<file path="src/rtl/ras_ctrl.sv">
// ras_ctrl: RAS push/pop predecode, pending-return queue and return-mispredict flush.
module ras_ctrl #(
    parameter int PEND_DEPTH = 4
) (
    input  logic        clk,
    input  logic        rst,
    input  logic        inst_valid_i,
    input  logic [31:0] inst_pc_i,
    input  logic [31:0] inst_i,
    output logic        stall_o,
    output logic        ras_push_o,
    output logic        ras_pop_o,
    output logic [31:0] ras_push_addr_o,
    input  logic [31:0] ras_target_i,
    input  logic        ex_valid_i,
    input  logic [31:0] ex_pc_i,
    input  logic        ex_is_call_i,
    input  logic        ex_is_return_i,
    input  logic [31:0] ex_target_i,
    input  logic        pipe_flush_i,
    output logic        flush_o,
    output logic [31:0] redirect_pc_o,
    output logic [31:0] corr_addr_o,
    output logic        corr_link_o,
    output logic        corr_return_o
);
    localparam int AW = $clog2(PEND_DEPTH);
    localparam int CW = AW + 1;

    logic [5:0]    op, funct;
    logic [4:0]    rs, rt;
    logic          is_call, is_ret, fe, enq, chk, empty, bypass, deq, enq_w, mis, clr, unused;
    logic [31:0]   head;
    logic [31:0]   mem_q [PEND_DEPTH];
    logic [AW-1:0] wr_q, wr_d, rd_q, rd_d;
    logic [CW-1:0] occ_q, occ_d;
    logic          pop_d1_q, pop_d1_d, flush_q, flush_d, link_q, link_d, ret_q, ret_d;
    logic [31:0]   redir_q, redir_d, corr_addr_q, corr_addr_d;

    assign op     = inst_i[31:26];
    assign rs     = inst_i[25:21];
    assign rt     = inst_i[20:16];
    assign funct  = inst_i[5:0];
    assign unused = ^inst_i[15:6];

    assign is_call = (op == 6'b000011) | (op == 6'b000000 & funct == 6'b001001)
                   | (op == 6'b000001 & (rt == 5'b10000 | rt == 5'b10001));
    assign is_ret  = op == 6'b000000 & funct == 6'b001000 & rs == 5'b11111;

    // A pop still waiting for its target already owns a queue slot.
    assign stall_o = rst & inst_valid_i & is_ret & (occ_q + CW'(pop_d1_q) == CW'(PEND_DEPTH));
    assign fe      = rst & inst_valid_i & ~stall_o & ~flush_q & ~pipe_flush_i;

    assign ras_push_o      = fe & is_call;
    assign ras_pop_o       = fe & is_ret;
    assign ras_push_addr_o = inst_pc_i + 32'd8;

    assign clr    = flush_q | pipe_flush_i;
    assign enq    = pop_d1_q & ~clr;
    assign chk    = ex_valid_i & ex_is_return_i;
    assign empty  = occ_q == '0;
    assign bypass = chk & empty & enq;
    assign head   = empty ? ras_target_i : mem_q[rd_q];
    assign mis    = chk & ~pipe_flush_i & ((empty & ~enq) | head != ex_target_i);
    assign deq    = chk & ~empty;
    assign enq_w  = enq & ~bypass;

    always_comb begin
        occ_d       = clr ? '0 : occ_q + CW'(enq_w) - CW'(deq);
        wr_d        = clr ? '0 : wr_q + AW'(enq_w);
        rd_d        = clr ? '0 : rd_q + AW'(deq);
        pop_d1_d    = ras_pop_o;
        flush_d     = mis;
        redir_d     = mis ? ex_target_i : redir_q;
        corr_addr_d = ex_valid_i ? ex_pc_i : corr_addr_q;
        link_d      = ex_valid_i & ex_is_call_i;
        ret_d       = ex_valid_i & ex_is_return_i;
    end

    always_ff @(posedge clk) begin
        if (!rst) begin
            occ_q       <= '0;
            wr_q        <= '0;
            rd_q        <= '0;
            pop_d1_q    <= 1'b0;
            flush_q     <= 1'b0;
            redir_q     <= '0;
            corr_addr_q <= '0;
            link_q      <= 1'b0;
            ret_q       <= 1'b0;
        end else begin
            occ_q       <= occ_d;
            wr_q        <= wr_d;
            rd_q        <= rd_d;
            pop_d1_q    <= pop_d1_d;
            flush_q     <= flush_d;
            redir_q     <= redir_d;
            corr_addr_q <= corr_addr_d;
            link_q      <= link_d;
            ret_q       <= ret_d;
            if (enq_w) mem_q[wr_q] <= ras_target_i;
        end
    end

    assign flush_o       = flush_q;
    assign redirect_pc_o = redir_q;
    assign corr_addr_o   = corr_addr_q;
    assign corr_link_o   = link_q;
    assign corr_return_o = ret_q;
endmodule
</file>
<file path="config.mk">
export PLATFORM = sky130hd
export DESIGN_NAME = ras_ctrl
export DESIGN_NICKNAME = d
export VERILOG_FILES = /design/src/rtl/ras_ctrl.sv
export SDC_FILE = /design/constraint.sdc
export NUM_CORES = 1
export LEC_CHECK = 0
export ABC_AREA = 1
export CAP_MARGIN = 20
export CORE_ASPECT_RATIO = 0.8
export CORE_MARGIN = 10
export CORE_UTILIZATION = 49
export DETAILED_ROUTE_END_ITERATION = 8
export PLACE_DENSITY_LB_ADDON = 0.12
export SLEW_MARGIN = 20
export SYNTH_ARGS = -nofsm -noshare
export SYNTH_HDL_FRONTEND = slang
export SYNTH_SLANG_ARGS = --single-unit
</file>
<file path="constraint.sdc">
create_clock -name clk -period 4.7 [get_ports clk]
set_input_delay 0.705 -clock clk [delete_from_list [all_inputs] [get_ports clk]]
set_output_delay 0.705 -clock clk [all_outputs]
set_load 0.05 [all_outputs]
</file>
==> run metrics <==
hold buffer count at cts 0; Remaining DRCs 0; worst-path fanout max 3; Post-synth EDFFs 128; clock buffer depth 3; Main synth FF type edfxtp_1; syn nets between 1,000 and 1,500; CTS resizes 0; CP required 3990 ps; compound-cell area share of the yosys netlist 5.31%; I/O Pins 269; worst rel slew slack between 30% and 40%; Core ar. a little under 20,000 sq um; RSZ-0062 raised after global routing no; drt pass-1 iters 4; PortBufs 251; Critical Path AT 3620 ps; Crit Path Class primary input to primary output; initial antenna violation count 4; vias in the first global route roughly 8,300; Synth Area in Adders 1.11%; # rows 46; routed vias/inst between 5 and 6; synth warn 0; CTS sink cnt 203; hold_ws 477 ps; die area 25,900 sq um; die height 146 microns; CP Launch Type primary input; PD cells 336 nW/um^2; Leak 5.51 nW; top-count cell post-synth nand2_1; First DRT Iteration DRCs around 620; final hold vios 0; H-tree Lvls 1; routability cong. 0.839; Post-Synth Simple-Gate Area 28.1%; setup TNS 0 ps; Critical Path End Type primary output; Seq/Total Area, Yosys 54.9%; Final Skew 8.83 ps; Post-Syn Area 9730 sq um; Final Max Slew Viols 0; postcts setup bufs 0; routed length per instance 16.7 microns; Slew @ Worst Pin 907 ps; max-cap viol count 0; average size of a mapped cell ~8.3 sq um; fillers 1,649; largest cells by area after synthesis edfxtp_1 (39%), dfxtp_1 (15%), nand2_1 (12%); status finished, final reports clean; first-pass GRT wire length approximately 44 mm; # nets final 1,581; Tcrit/Tclk final 92.0%; VDD IR max ~0.00028 V; Finish-stage setup viols 0; grt total ovfl 0; effective utilization at floorplan about 49%; largest net degree at the start of global routing 69; Die Wd roughly 180 microns; share of cells above drive strength 1 ~5%; post-route ant nets 0; dpl hpwl roughly 19 mm; root cell of the clock tree clkbuf_16; Post-synth top cells nand2_1 (299), nor2_1 (196), edfxtp_1 (128); post-synthesis xor/xnor area fraction 2.70%; CTS tree done; largest family of logic cells by synthesized area simple AND/OR/NAND/NOR gates; Synth top area share 39.5%; Area Growth Syn to Fin 35.5%; post-synth top area cell edfxtp_1; FF+latch count, synth between 200 and 250; min cycle time layout 4330 ps; fmax about 0.23 GHz; mux cell area share after synthesis 0%; post-synthesis cell type count 32; FFs w/ async S/R, synth 0%; routed via count between 8,000 and 9,000; cells after synthesis 1,177; clk_lat worst skew roughly 500 ps; DRT Wirelength 28.2 mm; clock slew at reported path FFs roughly 60 ps; Hold Path Class flop to flop; total clock buffers created by CTS 22; GR Util All Layers roughly a fifth
==> per-layer routing <==
layer	global-route usage (%)	up-vias	wire length (microns)
li1	-	4252	-
met1	25.6	3938	11500
met2	36.1	302	13800
met3	4.15	50	2120
met4	6.58	0	789
met5	0	-	0
==> worst paths after layout <==
check                           slack [ps]                        endpoint  depth (start not counted)                      startpoint
worst max-delay path                   370             ras_push_addr_o[25]                         11                    inst_pc_i[3]
worst min-delay path                   480  redirect_pc_o[24]$_SDFFE_PN0P_                          2  redirect_pc_o[24]$_SDFFE_PN0P_
worst max register to register        1410  redirect_pc_o[16]$_SDFFE_PN0P_                         16             occ_q[1]$_SDFF_PP0_
worst min register to register         480  redirect_pc_o[24]$_SDFFE_PN0P_                          2  redirect_pc_o[24]$_SDFFE_PN0P_
==> cells in the final DEF (no fill, tap or decap), types with 6 or more instances in the layout <==
| master | instances |
|---|---|
| clkbuf_16 | 23 |
| clkinv_2 | 6 |
| nor3_1 | 7 |
| a21oi_1 | 33 |
| xnor2_1 | 12 |
| or2_1 | 15 |
| nor2_1 | 195 |
| buf_4 | 16 |
| o21ai_0 | 48 |
| nand3_1 | 121 |
| o21ai_1 | 14 |
| xor2_1 | 18 |
| clkdlybuf4s50_1 | 244 |
| ha_1 | 7 |
| nand4_1 | 7 |
| dfxtp_1 | 74 |
| edfxtp_1 | 128 |
| inv_1 | 113 |
| nand2_1 | 299 |
==> kinds of logic (layout without fill, tap and decap cells) <==
group,count (synthesis),after routing
compound gates,100,100
xor+xnor,30,30
fa+ha+maj,8,8
buf+inv,176,421
flops,203,203
other cells,0,4
simple gates,660,660
==> stage by stage <==
stage / cell area [sq um] / total power [mW] / setup slack, ps / std cells / util (%)
finish: 13200 / 4.43 / 375 / 1690 / 67.0
global route: 13200 / 4.57 / 34.8 / 1689 / 67.0
CTS: 13200 / 4.45 / 334 / 1685 / 66.8
detailed placement: 12400 / 2.58 / 339 / 1645 / 62.8
global placement: 12400 / 2.58 / 385 / 1645 / 62.8
floorplan: 9730 / 2.29 / 369 / 1177 / -
==> where the power goes <==
part	internal (mW)	switching [mW]	total, mW
combinational	0.252	0.354	0.605
sequential	1.92	0.0160	1.94
clock	1.18	0.703	1.88
==> state kept, by name (all words and copies together), names as in the netlist <==
register	flops
corr_addr_o	32
corr_link_o	1
corr_return_o	1
flush_o	1
mem_q	128
occ_q	3
pop_d1_q	1
rd_q	2
redirect_pc_o	32
wr_q	2
==> worst max-delay path: stages <==
cell and delay [ps]:
clkdlybuf4s50_1 510, ha_1 190, nand3_1 130, nor3b_2 260
nand3_1 200, nor2_2 190, nand4_1 140, nor2_1 170
nand3_1 150, xor2_1 150, clkdlybuf4s50_1 820
==> layout make-up <==
| cell class | instances | area [sq um] | area share (%) |
|---|---|---|---|
| sequential | 203 | 5350 | 40.5 |
| multi-input combinational | 798 | 3650 | 27.7 |
| timing repair buffer | 263 | 2620 | 19.8 |
| clock buffer | 26 | 597 | 4.52 |
| inverter | 118 | 444 | 3.37 |
| tap | 264 | 330 | 2.50 |
| clock inverter | 14 | 198 | 1.50 |
| antenna | 4 | 10.0 | 0.0759 |
Power figures use the tool's default switching activity.
